## config.mk

```make
export PLATFORM = sky130hd
export DESIGN_NAME = updown_mod_counter
export DESIGN_NICKNAME = d
export VERILOG_FILES = /design/src/rtl/updown_mod_counter.sv
export SDC_FILE = /design/constraint.sdc
export NUM_CORES = 1
export LEC_CHECK = 0
export BUFFER_PORTS_ARGS = -buffer_cell sky130_fd_sc_hd__buf_2
export CAP_MARGIN = 10
export CORE_AREA = 2 2 39 41
export CTS_BUF_LIST = sky130_fd_sc_hd__clkbuf_4 sky130_fd_sc_hd__clkbuf_8 sky130_fd_sc_hd__clkbuf_16
export CTS_CLUSTER_DIAMETER = 50
export CTS_CLUSTER_SIZE = 40
export DETAILED_ROUTE_END_ITERATION = 8
export DIE_AREA = 0 0 41 43
export PLACE_DENSITY = 0.65
export SYNTH_ARGS = -nofsm -noshare
export SYNTH_HDL_FRONTEND = slang
export SYNTH_SLANG_ARGS = --single-unit
```

## constraint.sdc

```tcl
create_clock -name clk -period 1.8 [get_ports clk]
set_input_delay 0.36 -clock clk [delete_from_list [all_inputs] [get_ports clk]]
set_output_delay 0.36 -clock clk [all_outputs]
set_load 0.02 [all_outputs]
```

## src/rtl/updown_mod_counter.sv

```systemverilog
// Up/down modulo-(MAX+1) counter with clear/load, terminal-count flag,
// single-cycle wrap pulse and sticky boundary flag; wraps or saturates at bounds.
module updown_mod_counter #(
   parameter int          WIDTH    = 4,
   parameter int unsigned MAX      = 15,
   parameter int          SATURATE = 0
) (
   input  logic             clk,
   input  logic             rst,
   input  logic             en,
   input  logic             up,
   input  logic             clr,
   input  logic             load,
   input  logic [WIDTH-1:0] load_val,
   output logic [WIDTH-1:0] count,
   output logic             tc,
   output logic             wrap,
   output logic             ovf
);

   localparam logic [WIDTH-1:0] MAX_V = WIDTH'(MAX);

   logic [WIDTH-1:0] count_p1;
   logic             wrap_p1;
   logic             ovf_p1;
   logic             at_top_p0;
   logic             at_bot_p0;
   logic             bnd_p0;

   // Loaded values above MAX are clamped so count never leaves 0..MAX.
   function automatic logic [WIDTH-1:0] clamp_load(input logic [WIDTH-1:0] v);
      return (v > MAX_V) ? MAX_V : v;
   endfunction

   // +1/-1 only happens strictly inside the range, so no carry can escape WIDTH bits.
   function automatic logic [WIDTH-1:0] step_count(input logic [WIDTH-1:0] c,
                                                   input logic             dir);
      if (dir) begin
         if (c == MAX_V)
            return (SATURATE != 0) ? c : '0;
         return c + WIDTH'(1);
      end
      if (c == '0)
         return (SATURATE != 0) ? c : MAX_V;
      return c - WIDTH'(1);
   endfunction

   // Stage p0: boundary detection on the current count and controls
   assign at_top_p0 = (count_p1 == MAX_V);
   assign at_bot_p0 = (count_p1 == '0);
   assign bnd_p0    = en & ~clr & ~load & ((up & at_top_p0) | (~up & at_bot_p0));

   // Stage p1: registered count and flags
   always_ff @(posedge clk or posedge rst) begin
      if (rst) begin
         count_p1 <= '0;
         wrap_p1  <= 1'b0;
         ovf_p1   <= 1'b0;
      end else if (clr) begin
         count_p1 <= '0;
         wrap_p1  <= 1'b0;
         ovf_p1   <= 1'b0;
      end else begin
         wrap_p1 <= bnd_p0;
         ovf_p1  <= ovf_p1 | bnd_p0;
         if (load)
            count_p1 <= clamp_load(load_val);
         else if (en)
            count_p1 <= step_count(count_p1, up);
      end
   end

   assign count = count_p1;
   assign tc    = bnd_p0;
   assign wrap  = wrap_p1;
   assign ovf   = ovf_p1;

endmodule

```

==> metrics, run 1 <==
status=complete, but fails checks; failing checks=setup timing; Worst Setup End Kind=output pin; first-pass GRT wire length=roughly 1900 um; worst setup margin=-0.0645 ns; CTS HTree Levels=1; Root Driver=clkbuf_4; dominant cell type by area after synthesis=dfrtp_1; crit-path max cell delay=~0.4 ns; total of fill cells in the finished design=135; Synth cell types=23; HPWL Detailed=750 um; largest cells by area after synthesis=dfrtp_1, ha_1, a21oi_1; Wirelength per Cell=around 12 um; fmax=about 540 MHz; # setup viols final=1; CTS clk-pin slew, worst paths=roughly 0.05 ns; GRT Residual Overflow=0; Die X=41 um; Port Buf Inserts=16; hold buffers post-CTS=0; Longest Clk Path Bufs=2; chip height=between 40 and 50 um; Worst Path Max Fanout=2; worst skew pair latency=0.25 ns; Least-Margin Pin Slew=between 0.3 and 0.4 ns; commonest cells after routing, fill and taps aside=buf_2, buf_4, a21oi_1; CP max stage cell=dfrtp_2; vias in the first global route=446; vias per std cell=around 4.9; P_leak=between 0.3 and 0.4 nW; Final Hold Vio Count=0; via count=between 400 and 500; Syn Inst Count=54; Diodes inserted=0; die area=between 1500 and 2000 um^2; VDD IR max=approximately 470 uV; Power, Total=about 0.46 mW; worst hold margin=0.0115 ns; Final Cycle Share=1.04; initial antenna violation count=0; RSZ-0062 raised after global routing=yes; setup_tns=-0.0645 ns; Top delay family on crit path=simple AND/OR/NAND/NOR gates; row cnt=14; Slew Viols, Final=0; sequential cell area=153 um^2; Total Routing Usage GR=0.154; Seq/Total Area, Yosys=0.339; CP cell instances=inv_2 > ha_4 > nor2b_4 > nor3b_4 > o21ai_2 > nor2_2 > buf_6; CTS tree=built; Iter 0 DRT Violations=12; Max-slew headroom=0.797; ANT nets after route=0; layout net count=between 90 and 100; pin count of the biggest net entering global routing=10; clk sink count=6; top-area cell type share of the netlist area=0.339; DRT Pass-1 Iters=4; Synth Area per Inst=between 8 and 9 um^2; TritonCTS Buffers=3; Worst Path Buf+Inv=2; io pins=17; Area Growth Syn to Fin=58.2%; WS Path Type=reg -> out; Max-Cap Viols=0; commonest non-fill, non-tap cell in the layout=buf_2; type of the worst min-delay path=in -> async; Setup Skew=between 0.004 and 0.005 ns; final wirelength=between 1000 and 1500 um; combined area of the multi-input logic cells=between 300 and 400 um^2; fraction of layout cells with a size suffix above 1=0.537; starting density of the core=0.320; Ys Warns=0; final critical-path required period=1.86 ns; PD cells=around 660 nW/um^2; Synth Cell Area=about 440 um^2; Net Count, Synth=between 60 and 70; Core Area=about 1400 um^2; CP Launch Type=flip-flop; DRC violations left=0; Critical Path AT=about 1.5 ns; Critical Path RT=~1.4 ns; GPL Wtd Cong=a little over 0.7; #FFs+latches synth=6
[final timing paths]
| check | end | from | depth (start not counted) | slack [ns] |
|---|---|---|---|---|
| max in group asynchronous | count[1] | rst | 2 | 1.58 |
| min | count[3] | rst | 2 | 0.01 |
| min in group clk | ovf | clr | 2 | 0.37 |
| min reg2reg | ovf | ovf | 2 | 0.51 |
| max reg2reg | count[2] | count[1] | 8 | 0.14 |
| max | tc | count[0] | 7 | -0.06 |
[routing by layer]
layer / wire [um] / GRT usage / up-vias
li1: - / - / 242
met1: 505 / 0.212 / 225
met2: 654 / 0.234 / 18
met3: 59 / 0.0366 / 0
met4: 0 / 0.0400 / 0
met5: 0 / 0 / -
[cell type report]
cell class | instances | area share
clock buffer | 4 | 0.0429
inverter | 6 | 0.0321
multi-input combinational | 39 | 0.437
sequential | 6 | 0.218
tap | 16 | 0.0286
timing repair buffer | 27 | 0.241
[synthesized netlist by cell type (all sizes together)]
cell,number
a21bo,1
a21oi,6
a311o,1
a31oi,2
clkbuf,3
dfrtp,6
ha,3
inv,6
mux2,1
mux2i,1
nand2,2
nand2b,1
nand3,1
nor2,6
nor2b,3
nor3b,1
o21ai,4
o21bai,1
o311a,1
o31ai,1
or4,1
xnor2,2
[power breakdown]
| group | leakage (nW) | switching, mW | internal [mW] | total [mW] |
|---|---|---|---|---|
| combinational | 0.249 | 0.0721 | 0.0786 | 0.151 |
| sequential | 0.0770 | 0.0114 | 0.144 | 0.155 |
| clock | 0.0184 | 0.0548 | 0.0994 | 0.154 |
[logic make-up (layout without fill, tap and decap cells)]
group                    Yosys count  in the layout  share of synthesized area
flip-flops                         6              6                      0.339
AO/OA/AOI/OAI                     17             17                      0.243
adder cells (fa/ha/maj)            3              3                     0.0848
AND/OR/NAND/NOR                   15             15                      0.170
buffers and inverters              9             37                     0.0763
XOR/XNOR                           2              2                     0.0396
multiplexers                       2              2                     0.0480
[metrics by stage]
stage | instance area [um^2] | utilization | setup slack, ns | cells
detailed placement | 559 | 0.404 | 0.0386 | 86
floorplan | 448 | - | 0.0259 | 54
CTS | 676 | 0.488 | -0.0877 | 96
finish | 701 | 0.506 | -0.0645 | 98
global route | 701 | 0.506 | -0.146 | 98
global placement | 559 | 0.404 | 0.0552 | 86
[repair_timing]
action	in CTS	in global routing
endpoints found under the setup margin	1	1
resized for setup	11	3
gates cloned	0	0
endpoints found under the hold margin	0	0
buffers inserted	6	2
pin swaps	2	2
[registers in the layout (all words and copies together), names as in the netlist]
signal and count:
wrap 1, ovf 1, count 4
Note: power is estimated with default switching activity, not from simulation.
==> run 2, diff against run 1 <==
--- a/config.mk
+++ b/config.mk
@@ -5,6 +5,7 @@
 export SDC_FILE = /design/constraint.sdc
 export NUM_CORES = 1
 export LEC_CHECK = 0
+export ABC_AREA = 1
 export BUFFER_PORTS_ARGS = -buffer_cell sky130_fd_sc_hd__buf_2
 export CAP_MARGIN = 10
 export CORE_AREA = 2 2 39 41
@@ -13,7 +14,7 @@
 export CTS_CLUSTER_SIZE = 40
 export DETAILED_ROUTE_END_ITERATION = 8
 export DIE_AREA = 0 0 41 43
-export PLACE_DENSITY = 0.65
+export PLACE_DENSITY = 0.69
 export SYNTH_ARGS = -nofsm -noshare
 export SYNTH_HDL_FRONTEND = slang
 export SYNTH_SLANG_ARGS = --single-unit
==> run 2 against run 1 <==
Against the previous run:
- maximum frequency increased by 9.0%
- largest power group is now combinational cells
- die area did not move
- utilization is 0.90 points lower
- the run now ends clean
- clock-buffer cell count shrank 1
- critical path type unchanged
- combinational power increased by 9%
- routed wire length shrank 0.90%
- hold slack improved by 0.0013 ns
==> metrics, run 2 <==
CP max stage cell=dfrtp_2; Final Cycle Share=0.950 (-0.0855); CTS HTree Levels=1 (unchanged); total of fill cells in the finished design=139 (+3.0%); commonest cells after routing, fill and taps aside=buf_2, nand2_1, inv_1, buf_4, nor2_1; setup slack, reg-to-reg=0.44 ns (+0.30 ns); RSZ-0062 raised after global routing=no; Seq/Total Area, Yosys=0.308 (-0.0313); GR Layer Usage met3=0.0628 (+0.0262); via count=507 (+4.5%); DRT Pass-1 Iters=4 (unchanged); Die X=41 um (unchanged); vias in the first global route=451 (+1.1%); status=complete, no violations; clk sink count=6 (unchanged); chip height=43 um (unchanged); Area Growth Syn to Fin=41.0%; Top delay family on crit path=flip-flops; initial antenna violation count=0 (unchanged); commonest non-fill, non-tap cell in the layout=buf_2; WS Path Type=reg -> out; final wirelength=1210 um (-0.90%); Synth Area per Inst=7.28 um^2 (-11%); Reg2Reg Depth=8 (unchanged); HPWL Detailed=900 um (+20%); Max-Cap Viols=0 (unchanged); ANT nets after route=0 (unchanged); Synth cell types=20 (-13%); CTS clk-pin slew, worst paths=0.05 ns (about the same); CTS tree=built; Syn Inst Count=67 (+24%); commonest cells in the synthesized netlist=nand2_1, inv_1, dfrtp_1, nor2_1, nand3_1; largest cells by area after synthesis=dfrtp_1, nand2_1, ha_1; setup_tns=0 ns (+0.0645 ns); hold buffers post-CTS=0 (unchanged); GRT Residual Overflow=0 (unchanged); grt met1 use=0.180 (-0.0321); top-area cell type share of the netlist area=0.308 (-0.0313); TritonCTS Buffers=3 (unchanged); type of the worst min-delay path=in -> async; Async S/R FF share, synth=1.00 (unchanged); #FFs+latches synth=6 (unchanged); WP depth=6 (-1); max FFs per register=4 (unchanged); die area=1760 um^2 (unchanged); CP cell instances=ha_4 > nand2_2 > o21ai_2 > nand4_4 > inv_2 > buf_6; VDD IR max=465 uV (-1.3%); Ys Warns=0 (unchanged); fmax=585 MHz (+9.0%); Synth Cell Area=488 um^2 (+10%); worst skew pair latency=0.24 ns (about the same); Iter 0 DRT Violations=12 (unchanged); number of synthesized flops with an enable pin=0 (unchanged); Worst Setup End Kind=output pin; Final Core Density=0.497 (-0.00904); Core Area=1380 um^2 (unchanged); Worst Path Max Fanout=3 (+1); io pins=17 (unchanged); Worst Path Buf+Inv=2 (unchanged); starting density of the core=0.353 (+0.0325); Max-slew headroom=0.842 (+0.0450); first-pass GRT wire length=1860 um (-1.4%); # setup viols final=0 (-1); PD cells=654 nW/um^2 (-0.45%); Longest Clk Path Bufs=2 (unchanged); Setup Skew=0.00595 ns (+0.00110 ns); Port Buf Inserts=16 (unchanged); Diodes inserted=0 (unchanged); Wirelength per Cell=11.2 um (-10%); Most used DFF post-synth=dfrtp_1; vias per std cell=4.69 (-5.1%); DRC violations left=0 (unchanged); GR peak layer=met2; row cnt=14 (unchanged); met2 GRT Util=0.266 (+0.0313); crit-path max cell delay=0.42 ns (about the same); GPL Wtd Cong=0.771 (+7.5%); Final Hold Vio Count=0 (unchanged); pin count of the biggest net entering global routing=8 (-2); P_leak=0.376 nW (+9.3%); final critical-path required period=1.71 ns (-0.154 ns); Slew Viols, Final=0 (unchanged); Root Driver=clkbuf_4; Critical Path AT=1.35 ns (-0.15 ns); Net Count, Synth=80 (+19%); most common cell in the netlist=nand2_1; Critical Path RT=1.44 ns (about the same); layout net count=107 (+11%); Total Routing Usage GR=0.157 (+0.00218); Least-Margin Pin Slew=0.238 ns (-0.0674 ns); fraction of layout cells with a size suffix above 1=0.500 (-0.0366); dominant cell type by area after synthesis=dfrtp_1; CP Launch Type=flip-flop
==> run 2: area by class of cell <==
cell class / instances / area (um^2) / share of cell area
clock buffers: 3 / 22.5 / 0.0327
inverters: 13 / 51.3 / 0.0745
multi-input cells: 47 / 303 / 0.440
flip-flops and latches: 6 / 153 / 0.222
well taps: 16 / 20.0 / 0.0291
repair buffers: 23 / 139 / 0.202
==> run 2: logic make-up (layout without fill, tap and decap cells) <==
group	after synthesis	count (layout)	share of synthesized area
AND/OR/NAND/NOR	32	32	0.336
buffers and inverters	14	39	0.123
AO/OA/AOI/OAI	11	11	0.138
flip-flops	6	6	0.308
adder cells (fa/ha/maj)	3	3	0.0769
XOR/XNOR	1	1	0.0180
==> run 2: repair_timing <==
| item | 4_1_cts | 5_1_grt |
|---|---|---|
| endpoints found under the hold margin | 0 | 0 |
| setup endpoints to repair | 1 | 1 |
| buffers inserted | 2 | 4 |
| cloned | 0 | 0 |
| gates resized for setup | 2 | 10 |
| pin swaps | 0 | 4 |
==> run 2: stage by stage <==
stage,power (mW),cells,setup WS (ns),instance area (um^2),hold slack (ns)
after global placement,0.297,99,0.184,584,0.273
after global routing,0.493,108,0.00413,688,0.0222
after detailed placement,0.298,99,0.174,584,0.278
after floorplan,0.257,67,0.226,488,0.151
after CTS,0.432,104,0.0155,623,0.0122
final,0.450,108,0.0893,688,0.0128
==> run 2: final timing paths <==
path                       startpoint  endpoint
setup / recovery             count[0]        tc
hold / removal                    rst       ovf
setup reg to reg             count[0]  count[2]
hold reg to reg                   ovf       ovf
max in group asynchronous         rst  count[0]
min in group clk                  clr       ovf
==> run 2: routing by layer <==
| metal | vias to the layer above | share of wire |
|---|---|---|
| met5 | - | 0 |
| li1 | 263 | - |
| met3 | 0 | 0.075 |
| met2 | 23 | 0.54 |
| met1 | 221 | 0.39 |
| met4 | 0 | 0 |
==> run 2: worst register-to-register path: stages (launching register included) <==
cell and delay (ns):
dfrtp_2 0.42, inv_4 0.07, buf_4 0.13, ha_1 0.19
xor2_1 0.14, o21ai_1 0.14, nand2_1 0.06, nand2_1 0.06
nand2_1 0.05
==> run 2: report_power, final <==
group | internal, mW | leakage, nW | switching (mW)
logic | 0.0716 | 0.286 | 0.0936
registers | 0.146 | 0.0762 | 0.0175
clock network | 0.0752 | 0.0138 | 0.0456
total | 0.293 | 0.376 | 0.157
